### src/rtl/of_action_pkg.sv
// Shared definitions for the OpenFlow action engine: action-word layout,
// header/MAC field positions and the packet-walk state encoding.
package of_action_pkg;

  // Flag bit indices inside the 4-bit flags field
  localparam int FLAG_DROP     = 0;
  localparam int FLAG_SET_SRC  = 1;
  localparam int FLAG_SET_DST  = 2;
  localparam int FLAG_SET_PORT = 3;

  localparam int FLAGS_W = 4;
  localparam int MAC_W   = 48;

  // Field offsets measured from the bit just above port_map
  localparam int ACT_SRC_OFS   = 0;
  localparam int ACT_DST_OFS   = 48;
  localparam int ACT_FLAGS_OFS = 96;

  // Module header identification and output-port field
  localparam logic [7:0] IO_HDR_CTRL_DEFAULT = 8'hFF;
  localparam int HDR_PORT_LSB = 48;
  localparam int HDR_PORT_W   = 16;

  // MAC placement in the first two payload words
  localparam int W1_DST_LSB    = 16;
  localparam int W1_SRC_HI_W   = 16;
  localparam int W2_SRC_LO_LSB = 32;
  localparam int W2_SRC_LO_W   = 32;

  typedef enum logic [2:0] {
    WAIT_ACT = 3'd0,
    HDR      = 3'd1,
    DATA1    = 3'd2,
    DATA2    = 3'd3,
    BODY     = 3'd4
  } state_e;

  // A packet is dropped on an explicit drop flag or when a port rewrite
  // would leave it with no destination queue at all.
  function automatic logic act_drops(input logic [FLAGS_W-1:0] flags,
                                     input logic map_zero);
    return flags[FLAG_DROP] | (flags[FLAG_SET_PORT] & map_zero);
  endfunction

endpackage

### src/rtl/fallthrough_small_fifo.sv
// Small first-word-fall-through FIFO: dout shows the head entry whenever
// empty is low. Writes while full and reads while empty are ignored.
module fallthrough_small_fifo #(
  parameter int WIDTH          = 72,
  parameter int MAX_DEPTH_BITS = 3
) (
  input  logic             clk,
  input  logic             reset,
  input  logic [WIDTH-1:0] din,
  input  logic             wr_en,
  input  logic             rd_en,
  output logic [WIDTH-1:0] dout,
  output logic             full,
  output logic             empty
);

  localparam int DEPTH = 1 << MAX_DEPTH_BITS;
  localparam logic [MAX_DEPTH_BITS:0] DEPTH_CNT = (MAX_DEPTH_BITS+1)'(DEPTH);

  logic [WIDTH-1:0]          mem_r [0:DEPTH-1];
  logic [MAX_DEPTH_BITS-1:0] wr_ptr_r;
  logic [MAX_DEPTH_BITS-1:0] rd_ptr_r;
  logic [MAX_DEPTH_BITS:0]   count_r;
  logic                      do_wr_s;
  logic                      do_rd_s;

  assign full    = (count_r == DEPTH_CNT);
  assign empty   = (count_r == {(MAX_DEPTH_BITS+1){1'b0}});
  assign do_wr_s = wr_en && !full;
  assign do_rd_s = rd_en && !empty;
  assign dout    = mem_r[rd_ptr_r];

  // Storage array: written at the tail, no reset needed
  always_ff @(posedge clk) begin
    if (do_wr_s) begin
      mem_r[wr_ptr_r] <= din;
    end
  end

  // Pointers and occupancy; simultaneous push and pop leaves count unchanged
  always_ff @(posedge clk) begin
    if (reset) begin
      wr_ptr_r <= {MAX_DEPTH_BITS{1'b0}};
      rd_ptr_r <= {MAX_DEPTH_BITS{1'b0}};
      count_r  <= {(MAX_DEPTH_BITS+1){1'b0}};
    end else begin
      if (do_wr_s) begin
        wr_ptr_r <= wr_ptr_r + MAX_DEPTH_BITS'(1);
      end
      if (do_rd_s) begin
        rd_ptr_r <= rd_ptr_r + MAX_DEPTH_BITS'(1);
      end
      case ({do_wr_s, do_rd_s})
        2'b10:   count_r <= count_r + (MAX_DEPTH_BITS+1)'(1);
        2'b01:   count_r <= count_r - (MAX_DEPTH_BITS+1)'(1);
        default: count_r <= count_r;
      endcase
    end
  end

endmodule

### src/rtl/of_action_engine.sv
// OpenFlow action engine: binds one queued action word to each packet in
// arrival order and applies port rewrite, MAC rewrite and drop on the fly.
module of_action_engine
  import of_action_pkg::*;
#(
  parameter int                  DATA_WIDTH          = 64,
  parameter int                  CTRL_WIDTH          = DATA_WIDTH/8,
  parameter int                  NUM_PORTS           = 8,
  parameter int                  ACT_FIFO_DEPTH_BITS = 2,
  parameter logic [CTRL_WIDTH-1:0] IO_HDR_CTRL       = IO_HDR_CTRL_DEFAULT,
  parameter int                  ACT_WIDTH           = 4+96+NUM_PORTS
) (
  input  logic                  clk,
  input  logic                  reset,
  input  logic [DATA_WIDTH-1:0] in_data,
  input  logic [CTRL_WIDTH-1:0] in_ctrl,
  input  logic                  in_wr,
  output logic                  in_rdy,
  output logic [DATA_WIDTH-1:0] out_data,
  output logic [CTRL_WIDTH-1:0] out_ctrl,
  output logic                  out_wr,
  input  logic                  out_rdy,
  input  logic [ACT_WIDTH-1:0]  action_data,
  input  logic                  action_valid,
  output logic                  act_fifo_full,
  output logic                  stat_fwd,
  output logic                  stat_drop,
  output logic                  stat_act_ovf
);

  state_e                 state_r;
  state_e                 phase_s;
  logic [ACT_WIDTH-1:0]   act_r;
  logic [ACT_WIDTH-1:0]   head_s;
  logic                   empty_s;
  logic                   full_s;
  logic                   fifo_wr_s;
  logic                   pop_s;
  logic                   eop_s;
  logic                   drop_s;
  logic [FLAGS_W-1:0]     flags_s;
  logic [MAC_W-1:0]       dst_s;
  logic [MAC_W-1:0]       src_s;
  logic [NUM_PORTS-1:0]   map_s;
  logic [DATA_WIDTH-1:0]  rewr_s;

  assign flags_s = act_r[NUM_PORTS+ACT_FLAGS_OFS +: FLAGS_W];
  assign dst_s   = act_r[NUM_PORTS+ACT_DST_OFS +: MAC_W];
  assign src_s   = act_r[NUM_PORTS+ACT_SRC_OFS +: MAC_W];
  assign map_s   = act_r[0 +: NUM_PORTS];
  assign drop_s  = act_drops(flags_s, (map_s == {NUM_PORTS{1'b0}}));

  assign in_rdy        = out_rdy && (state_r != WAIT_ACT);
  assign fifo_wr_s     = action_valid && !full_s;
  assign act_fifo_full = full_s;
  assign eop_s         = in_wr && (in_ctrl != {CTRL_WIDTH{1'b0}}) &&
                         ((state_r == DATA2) || (state_r == BODY));

  fallthrough_small_fifo #(
    .WIDTH          (ACT_WIDTH),
    .MAX_DEPTH_BITS (ACT_FIFO_DEPTH_BITS)
  ) u_act_fifo (
    .clk   (clk),
    .reset (reset),
    .din   (action_data),
    .wr_en (fifo_wr_s),
    .rd_en (pop_s),
    .dout  (head_s),
    .full  (full_s),
    .empty (empty_s)
  );

  // Rewrites one word according to where it sits in the packet
  function automatic logic [DATA_WIDTH-1:0] rewrite_word(
    input state_e                phase,
    input logic [DATA_WIDTH-1:0] data,
    input logic [CTRL_WIDTH-1:0] ctrl,
    input logic [FLAGS_W-1:0]    flags,
    input logic [MAC_W-1:0]      dst,
    input logic [MAC_W-1:0]      src,
    input logic [NUM_PORTS-1:0]  map
  );
    logic [DATA_WIDTH-1:0] w;
    w = data;
    case (phase)
      HDR: begin
        if ((ctrl == IO_HDR_CTRL) && flags[FLAG_SET_PORT]) begin
          w[HDR_PORT_LSB +: HDR_PORT_W] = HDR_PORT_W'(map);
        end else begin
          w = data;
        end
      end
      DATA1: begin
        if (flags[FLAG_SET_DST]) begin
          w[W1_DST_LSB +: MAC_W] = dst;
        end else begin
          w[W1_DST_LSB +: MAC_W] = data[W1_DST_LSB +: MAC_W];
        end
        if (flags[FLAG_SET_SRC]) begin
          w[0 +: W1_SRC_HI_W] = src[MAC_W-1 -: W1_SRC_HI_W];
        end else begin
          w[0 +: W1_SRC_HI_W] = data[0 +: W1_SRC_HI_W];
        end
      end
      DATA2: begin
        if (flags[FLAG_SET_SRC]) begin
          w[W2_SRC_LO_LSB +: W2_SRC_LO_W] = src[0 +: W2_SRC_LO_W];
        end else begin
          w = data;
        end
      end
      default: w = data;
    endcase
    return w;
  endfunction

  // The first ctrl==0 word seen in HDR is itself the first payload word,
  // so it is rewritten with the DATA1 rules.
  always_comb begin
    phase_s = state_r;
    if ((state_r == HDR) && (in_ctrl == {CTRL_WIDTH{1'b0}})) begin
      phase_s = DATA1;
    end else begin
      phase_s = state_r;
    end
  end

  // Pop the next action when idle or at end of packet, so packets chain without a bubble
  always_comb begin
    pop_s = 1'b0;
    if (!empty_s && ((state_r == WAIT_ACT) || eop_s)) begin
      pop_s = 1'b1;
    end else begin
      pop_s = 1'b0;
    end
  end

  assign rewr_s = rewrite_word(phase_s, in_data, in_ctrl, flags_s, dst_s, src_s, map_s);

  // Packet-walk FSM with registered datapath and statistics outputs
  always_ff @(posedge clk) begin
    if (reset) begin
      state_r      <= WAIT_ACT;
      act_r        <= {ACT_WIDTH{1'b0}};
      out_data     <= {DATA_WIDTH{1'b0}};
      out_ctrl     <= {CTRL_WIDTH{1'b0}};
      out_wr       <= 1'b0;
      stat_fwd     <= 1'b0;
      stat_drop    <= 1'b0;
      stat_act_ovf <= 1'b0;
    end else begin
      out_wr       <= in_wr && !drop_s;
      out_data     <= rewr_s;
      out_ctrl     <= in_ctrl;
      stat_fwd     <= eop_s && !drop_s;
      stat_drop    <= eop_s && drop_s;
      stat_act_ovf <= action_valid && full_s;
      case (state_r)
        WAIT_ACT: begin
          if (pop_s) begin
            act_r   <= head_s;
            state_r <= HDR;
          end
        end
        HDR: begin
          if (in_wr && (in_ctrl == {CTRL_WIDTH{1'b0}})) begin
            state_r <= DATA2;
          end
        end
        DATA1: begin
          if (in_wr) begin
            state_r <= DATA2;
          end
        end
        DATA2, BODY: begin
          if (eop_s) begin
            if (pop_s) begin
              act_r   <= head_s;
              state_r <= HDR;
            end else begin
              state_r <= WAIT_ACT;
            end
          end else if (in_wr && (state_r == DATA2)) begin
            state_r <= BODY;
          end
        end
        default: state_r <= WAIT_ACT;
      endcase
    end
  end

endmodule
### config.mk
export PLATFORM = sky130hd
export DESIGN_NAME = of_action_engine
export DESIGN_NICKNAME = d
export VERILOG_FILES = /design/src/rtl/of_action_pkg.sv /design/src/rtl/fallthrough_small_fifo.sv /design/src/rtl/of_action_engine.sv
export SDC_FILE = /design/constraint.sdc
export NUM_CORES = 1
export LEC_CHECK = 0
export CELL_PAD_IN_SITES_DETAIL_PLACEMENT = 0
export CELL_PAD_IN_SITES_GLOBAL_PLACEMENT = 1
export CORE_UTILIZATION = 43
export DETAILED_ROUTE_END_ITERATION = 8
export MAX_ROUTING_LAYER = met4
export PLACE_DENSITY = 0.85
export SETUP_SLACK_MARGIN = 0.2
export SYNTH_ARGS = -nofsm -noshare
export SYNTH_HDL_FRONTEND = slang
export SYNTH_SLANG_ARGS = --single-unit
### constraint.sdc
create_clock -name clk -period 3.6 [get_ports clk]
set_input_delay 0.72 -clock clk [delete_from_list [all_inputs] [get_ports clk]]
set_output_delay 0.72 -clock clk [all_outputs]
set_load 0.02 [all_outputs]
After elaboration in Yosys (flattened, before gate mapping) --
Memory sizes are Yosys's and may differ from the RTL's. A register that Yosys moved wholly into a read port is not among the register bits. Index checks and enable logic that the tools add are counted.
Word-level totals: register bits 194, memory bits (writable) 432, input port bits 185, output and inout port bits 78, word-level logic and storage cells 87, memories 1
Memories:
- u_act_fifo.mem_r | words 4, bits a word 108, rd ports 1, clocked after Yosys merged registers in 1, wr ports 1, line fallthrough_small_fifo.sv:20 | logic [WIDTH-1:0] mem_r [0:DEPTH-1];
Operators by class: add/sub/neg operators 4, equal/unequal tests 16, muxes and demuxes 22, bitwise operators 2, reduce and logical (&&, ||, !) cells 31
Operators with widths (count):
- $mux 108 | 2
- $pmux 108 s2 | 1
- $pmux 64 s3 | 1
- $mux 48 | 1
- $mux 16 | 2
- $mux 32 | 1
- $mux 3 | 6
- $logic_not 8->1 | 2
- $logic_and 1x1->1 | 15
- $eq 3x2->1 const B | 4
- $pmux 3 s4 | 1
- $eq 8x8->1 const B | 1
- $reduce_bool 8->1 | 1
- $eq 3x1->1 const B | 2
- $eq 3x3->1 const B | 2
- $logic_not 3->1 | 2
- $pmux 3 s2 | 1
- $add 2x1->2 const B | 2
- $mux 1 | 4
- $mux 2 | 2
- $ne 2x1->1 const B | 2
- $ne 2x2->1 const B | 2
- $reduce_and 4->1 | 1
- $reduce_bool 2->1 | 2
- other kinds (12) | 15

Logic depth before layout (Yosys ltp) --
Gate-level depths: netlist (run 1).
word-level depth 9, depth in mapped cells 13, mapped depth without buffers 10

Modules after synthesis --
A second synthesis (run 1) with hierarchy kept.
Unflattened totals: cell total of the unflattened synthesis 1438, area, all modules 23615.1 um2
By module, submodules not included:
- fallthrough_small_fifo | times used 1, cells an instance 618, area an instance 16014.1 um2, seq. area each 13152.6 um2
- of_action_engine | times used 1, cells an instance 820, area an instance 7601.0 um2, seq. area each 3743.6 um2

Worst setup path before layout (run 1) --
No wires, ideal clock.
path type input port to flip-flop, start point input action_valid, end point memory u_act_fifo.mem_r[0][0] (netlist name), enable pin, setup time 0.480 ns, arrival 3.252 ns, data required time 3.120 ns, slack -0.133 ns, cell stages on the path 1, path buffers 0, cells stage by stage and3_1
On the way: longest elaborated chain between the ends 4
Ends and longest elaborated chain:
- start, declared | line of_action_engine.sv:24 | input logic action_valid,
- $logic_and 1x1->1 | line of_action_engine.sv:54 | assign fifo_wr_s = action_valid && !full_s;
- $logic_and 1x1->1 | line fallthrough_small_fifo.sv:29 | assign do_wr_s = wr_en && !full;
- $mux 1 | line fallthrough_small_fifo.sv:35 | if (do_wr_s) begin
- $mux 1 (not written as such) | line fallthrough_small_fifo.sv:36 | mem_r[wr_ptr_r] <= din;
- end, declared | line fallthrough_small_fifo.sv:20
No other way between the ends.

Final worst setup path (run 1) --
start point input in_ctrl[4], end point register act_r[5]
On the way: longest elaborated chain between the ends 9, elaborated cells on any way between the ends 11, those cells by class 1 x eq/ne; 4 x mux; 6 x reduce/logical
Ends and longest elaborated chain:
- start, declared | line of_action_engine.sv:16 | input logic [CTRL_WIDTH-1:0] in_ctrl,
- $reduce_bool 8->1 (*) | line of_action_engine.sv:56 | assign eop_s = in_wr && (in_ctrl != {CTRL_WIDTH{1'b0}}) &&
- $logic_and 1x1->1 (*) (2 in a row) | line of_action_engine.sv:56
- $logic_or 1x1->1 | line of_action_engine.sv:131 | if (!empty_s && ((state_r == WAIT_ACT) || eop_s)) begin
- $logic_and 1x1->1 | line of_action_engine.sv:131
- $mux 1 | line of_action_engine.sv:131
- $mux 108 (2 in a row)
- $pmux 108 s2
- end signal, assigned | line of_action_engine.sv:144 | act_r <= {ACT_WIDTH{1'b0}};
- end signal, assigned | line of_action_engine.sv:161 | act_r <= head_s;
- end signal, assigned | line of_action_engine.sv:178 | act_r <= head_s;
- end, declared | line of_action_engine.sv:33 | logic [ACT_WIDTH-1:0] act_r;
Mark *: on every way between the ends. The rest lies on a longest branch, timed or not. The select of a mux whose other input is x is not followed. A chain may end at the register's enable or synchronous reset.

==> metrics.txt, run 1 <==
Power Total 21100 uW; Via Count 12333; Critical Path Max Stage Delay 650 ps; Yosys top cell area share 56.42%; worst min path class flop to flop; area leader, netlist edfxtp_1; clock net sink count 628; post-cts hold buffer count 0; CP Data Arrival Time 3360 ps; Async SR Flop Fraction 0%; Post-CTS Setup Repair Bufs 0; first-pass GRT wire length 74390 um; Slowest-stage cell, CP buf_12; Mapped Cells 1313; combinational power share 23.7%; final WL 49270 um; vias in the first global route 12587; final clock skew 14.67 ps; area of the mapped netlist 22990 um2; post-synthesis sequential area ratio 73.48%; Fillers 4045; Leakage 0.009999 uW; routed len/inst 21.03 um; TritonCTS Buffers 66; pwr/cell area 736.1 nW/um2; CTS H-tree lvls 3; clock root cell clkbuf_16; CP endpoint kind flop; EDFF count, synth 432; chip width 233.2 um; internal power 15370 uW; Area growth, synth to finish 24.68%; Worst IR Drop VDD 0.9456 mV; Hold Fails Final Rpt 0; transition time of the tightest slew-check pin 1114 ps; top cells by area, synth edfxtp_1, dfxtp_1, mux4_2, mux2i_1, nor2_1; CTS tree done; Synth Register Bits 628; setup TNS 0 ps; Buf/Inv on CP 2; Post-DP HPWL 29700 um; Worst setup SP type primary input; DR pass1 iterations 6; max_slew headroom 25.33%; CP top delay family buffers and inverters; drt drc 0; most used flip-flop cell after synthesis edfxtp_1; Final nets 1788; Starting DRT DRC Count 936; total I/O pin count 263; fin crit share 81.49%; yosys warns 0; largest net degree at the start of global routing 110; Switching Share 27.16%; Req. time, crit path 4030 ps; fmax 340.9 MHz; Yosys cell types 52; die area 54400 um2; Cell Rows 84; Clock Latency Late Sink 580 ps; PortBufs 262; CTS resizes 0; run status complete, no violations; Total GRT Usage 18.91%; initial antenna violation count 5; Clock power frac 31.5%; CTS clock-pin slew for the worst setup and hold paths 60 ps; DR vias/cell 5.264; layout cells sized above 1 15.95%; clk buf depth 3; Seq pwr share 44.7%; Initial Utilization 43.67%; Min Clock Period, post-route 2933 ps; max-cap viol count 0; P_sw 5730 uW; Die H 233.2 um; Post-Syn Nets 1504; mean post-synth cell area 17.51 um2; gr ovfl total 0; Max Slew Vio Count 0; Setup Crit Path Kind primary input to flop; Final setup viols 0; crit-path cells clkdlybuf4s50_1 -> nor4_2 -> a21oi_1 -> o31ai_4 -> buf_12 -> mux2i_1 -> nor2_1; RSZ-0062 raised after global routing no; core area 52660 um2; RePlAce Congestion 0.7936; Antenna Nets Post-Route 0; critical path peak fanout 109
power groups by stage:
stage                     registers, uW  logic, uW  clock network, uW
final                              9440       5010               6650
after global routing               9560       5440               7070
after CTS                          9450       5100               6800
after detailed placement           9590       5070                  0
after global placement             9530       4970                  0
after floorplan                    9410       3830                  0
cells by family (layout without fill, tap and decap cells):
family,after synthesis,count (layout),share of synthesized area (%)
flip-flops,628,628,73.48
AND/OR/NAND/NOR,241,241,4.533
multiplexers,226,226,15.76
AO/OA/AOI/OAI,120,120,3.749
buffers and inverters,87,423,1.921
adder cells (fa/ha/maj),6,6,0.3591
XOR/XNOR,5,5,0.1904
other,0,6,0
final timing paths:
kind,end,from,cells past startpoint,slack [ps]
setup / recovery,act_r[5],in_ctrl[4],7,670
hold / removal,out_data[8],act_r[48],2,460
setup reg to reg,u_act_fifo.count_r[2],state_r[0],10,950
hold reg to reg,out_data[8],act_r[48],2,460
cell usage in the layout, fill, tap and decap left out, types with 3 or more instances in the layout:
master and instances:
clkbuf_16 70, inv_1 12, o2bb2ai_1 31, nor2_1 127, or3_1 5, nor3_1 5, edfxtp_1 432, a222oi_1 8
xor2_1 4, mux4_2 108, clkbuf_1 20, and3_4 4, clkinv_1 3, clkbuf_8 8, diode_2 6, nand3_1 3
bufinv_16 3, clkinv_4 5, nand2_1 72, clkdlybuf4s50_1 261, mux2_2 9, nor2b_1 9, buf_4 16, buf_12 13
ha_1 5, a22oi_1 23, mux2i_1 109, a21oi_1 41, clkinv_2 7, dfxtp_1 194
flip-flops by register name, indices dropped and copies added, names as in the netlist, named ones only:
register	flops
u_act_fifo.mem_r	432
act_r	108
out_data	64
out_ctrl	8
state_r	3
u_act_fifo.count_r	3
u_act_fifo.rd_ptr_r	2
u_act_fifo.wr_ptr_r	2
out_wr	1
stat_act_ovf	1
stat_drop	1
stat_fwd	1
final cells by class:
type | count | area (um2) | share of cell area [%]
Sequential cell | 628 | 16900 | 58.96
Multi-Input combinational cell | 598 | 5689 | 19.85
Timing Repair Buffer | 291 | 3004 | 10.48
Clock buffer | 98 | 1937 | 6.756
Tap cell | 688 | 860.8 | 3.003
Clock inverter | 22 | 212.7 | 0.7420
Inverter | 12 | 45.04 | 0.1571
Antenna cell | 6 | 15.01 | 0.05237
cell usage after synthesis, types with 2 or more instances:
master       n
a21oi_1     41
a222oi_1     8
a22oi_1     23
and2_1       2
and3_1       4
buf_2       11
buf_4        3
buf_6       12
clkbuf_1    49
dfxtp_1    196
edfxtp_1   432
ha_1         5
inv_1       12
mux2_2       9
mux2i_1    109
mux4_2     108
nand2_1     72
nand3_1      3
nor2_1     127
nor2b_1      9
nor3_1       5
nor4_2       2
o21a_2       2
o21ai_1      2
o2bb2ai_1   31
or2_2        2
or3_1        5
or4_4        2
xor2_1       4
per-layer routing:
layer,up-vias,GRT usage (%),part of all wire (%)
met5,-,-,0
met4,0,6.393,2.3
met3,79,3.979,6.1
met2,385,29.90,49
met1,6200,24.29,43
li1,5669,-,-
metrics by stage:
stage          utilization (%)  hold slack, ps  cells  area (um2)  worst slack (ps)
5_1_grt                  54.44           475.4   2342       28670             539.1
4_1_cts                  54.42           461.2   2337       28650             632.7
2_1_floorplan                -           431.5   1313       23000             722.3
3_3_place_gp             50.33           446.8   2217       26500             179.7
3_5_place_dp             50.33           444.1   2217       26500             166.3
6_report                 54.44           455.0   2343       28670             666.5
tightest hold or removal path, stage by stage (launching register included):
cell and delay (ps):
dfxtp_1 310, nand2_1 50, a21oi_1 50
Power figures use the tool's default switching activity.
==> run 2, diff against run 1 <==
CORE_UTILIZATION = 47   (was 43)
PLACE_DENSITY = 0.87   (was 0.85)
clock period = 2.8 ns   (was 3.6 ns; I/O delays follow)
==> run 2 against run 1 <==
Against the previous run: non-clock buffer count is 31 higher; critical endpoint is now in_rdy; sequential cell count stayed put; die area is 8.4% lower; final cell count is 2.1% lower; worst setup slack worse by 380 ps; count of clock-buffer cells in the layout is 13 lower; register-to-register slack worse by 520 ps; clock power is 22% higher; global-route usage is 1.7 points higher; total power is 28% higher; highest routed layer unchanged.
==> metrics.txt, run 2 (same netlist as run 1, synthesis figures left out) <==
run status complete, no violations; combinational power share 24.8% (+1.1 points); max-cap viol count 0 (unchanged); commonest cells after routing, fill and taps aside edfxtp_1, clkdlybuf4s50_1, dfxtp_1, nor2_1, mux2i_1; Largest Register u_act_fifo.mem_r; reg-to-reg slack, setup 430 ps (-520 ps); max_slew headroom 44.01% (+19 points); fin crit share 89.73%; Final Util 60.10% (+5.7 points); core area 48050 um2 (-8.8%); CTS tree done; Initial Utilization 47.86% (+4.2 points); Fillers 3497 (-14%); Critical Path Max Stage Delay 360 ps (-290 ps); Slowest-stage cell, CP dfxtp_2; internal power 19740 uW (+28%); Antenna Nets Post-Route 0 (unchanged); Via Count 12476 (+1.2%); fmax 398.0 MHz; Inst Count DP 2175 (-1.9%); Hold Crit Start reset; total I/O pin count 263 (unchanged); drt drc 0 (unchanged); setup TNS 0 ps (unchanged); smallest hold slack 388.5 ps (-66.47 ps); commonest non-fill, non-tap cell in the layout edfxtp_1; Hold Path Sink act_r[80]; hold depth 2 (unchanged); Min Clock Period, post-route 2512 ps; Post-DP HPWL 30870 um (+3.9%); Seq pwr share 45.3% (+0.6 points); r2r startpoint state_r[0]; gr ovfl total 0 (unchanged); Area growth, synth to finish 25.59%; worst r2r path cells 10 (unchanged); Worst IR Drop VDD 0.8424 mV (-11%); Top Registers u_act_fifo.mem_r: 432 flops, act_r: 108 flops, out_data: 64 flops; crit-path cells or2_2 -> nor2_4 -> buf_4 -> nor2b_1 -> dlygate4sd2_1; Req. time, crit path 2240 ps (-1790 ps); die area 49810 um2 (-8.4%); largest net degree at the start of global routing 70 (-36%); Post-CTS Setup Repair Bufs 0 (unchanged); pwr/cell area 935.7 nW/um2 (+27%); final clock skew 19.13 ps (+4.467 ps); Clock power frac 29.9% (-1.6 points); P_sw 7281 uW (+27%); Cell Rows 80 (-4.8%); Die H 223.2 um (-4.3%); CP endpoint kind output port; worst min path class primary input to flop; DR vias/cell 5.439 (+3.3%); post-cts hold buffer count 0 (unchanged); first-pass GRT wire length 75230 um (+1.1%); critical path peak fanout 9 (-92%); RSZ-0062 raised after global routing no; chip width 223.2 um (-4.3%); PortBufs 262 (unchanged); layout cells sized above 1 17.74% (+1.8 points); initial antenna violation count 5 (unchanged); Leakage 0.01017 uW (+1.7%); Power Total 27020 uW (+28%); Max Slew Vio Count 0 (unchanged); Final setup viols 0 (unchanged); DR pass1 iterations 5 (-1); CTS H-tree lvls 2 (-1); clock net sink count 628 (unchanged); Clock Latency Late Sink 620 ps (+40 ps); Final nets 1813 (+1.4%); CTS clock-pin slew for the worst setup and hold paths 60 ps (about the same); clk buf depth 3 (unchanged); Post-Layout Cell Count 2294 (-2.1%); Worst setup SP type flop; Total GRT Usage 20.59% (+1.7 points); Hold Fails Final Rpt 0 (unchanged); Setup Crit Path Kind flop to output port; Buf/Inv on CP 2 (unchanged); max reg flops 432 (unchanged); Switching Share 26.95% (-0.21 points); transition time of the tightest slew-check pin 836.7 ps (-277.3 ps); clock root cell clkbuf_16; CP top delay family simple AND/OR/NAND/NOR gates; CP Data Arrival Time 1950 ps (-1410 ps); vias in the first global route 13125 (+4.3%); RePlAce Congestion 0.7633 (-3.8%); TritonCTS Buffers 60 (-9.1%); Starting DRT DRC Count 1011 (+8.0%); routed len/inst 21.39 um (+1.7%); reg2reg end u_act_fifo.count_r[2]; final WL 49070 um (-0.41%)
[run 2: power groups by stage]
stage	Sequential, uW	Clock, uW	Combinational, uW
global placement	12400	0	6630
CTS	12300	8260	6830
detailed placement	12400	0	6790
floorplan	12100	0	4980
global route	12400	8610	7250
finish	12200	8090	6700
[run 2: timing repair]
action,CTS,global route
endpoints found under the setup margin,1,17
resized for setup,3,4
pin swaps,0,0
hold endpoints to repair,0,0
[run 2: worst max path at each step]
stage          slack, ps               endpoint  depth (start not counted)       start
2_1_floorplan        200  u_act_fifo.count_r[2]                         12  in_ctrl[6]
3_3_place_gp        -190  u_act_fifo.count_r[2]                         11  in_ctrl[6]
3_5_place_dp        -220  u_act_fifo.count_r[2]                         11  in_ctrl[6]
4_1_cts              210                 in_rdy                          5  state_r[0]
5_1_grt              220                 in_rdy                          5  state_r[0]
6_report             290                 in_rdy                          5  state_r[0]
[run 2: cell type report]
type,instances,area [um2],area share [%]
diodes,5,12.51,0.04333
clock buffers,85,1697,5.875
well taps,615,769.5,2.665
inverters,12,47.55,0.1647
repair buffers,322,3401,11.78
multi-input cells,598,5742,19.88
clock inverters,29,301.5,1.044
flip-flops and latches,628,16910,58.55
[run 2: stage by stage]
step | worst slack, ps | cell area [um2]
2_1_floorplan | 201.1 | 23040
3_3_place_gp | -186.5 | 26850
3_5_place_dp | -218.3 | 26850
4_1_cts | 205.8 | 28850
5_1_grt | 223.2 | 28880
6_report | 287.7 | 28880
[run 2: per-layer routing]
metal	global-route usage, %	vias to the layer above	routed length (um)
met4	6.474	0	1077
met3	3.661	81	2773
li1	-	5730	-
met2	33.89	375	24540
met1	26.06	6290	20670
met5	-	-	0
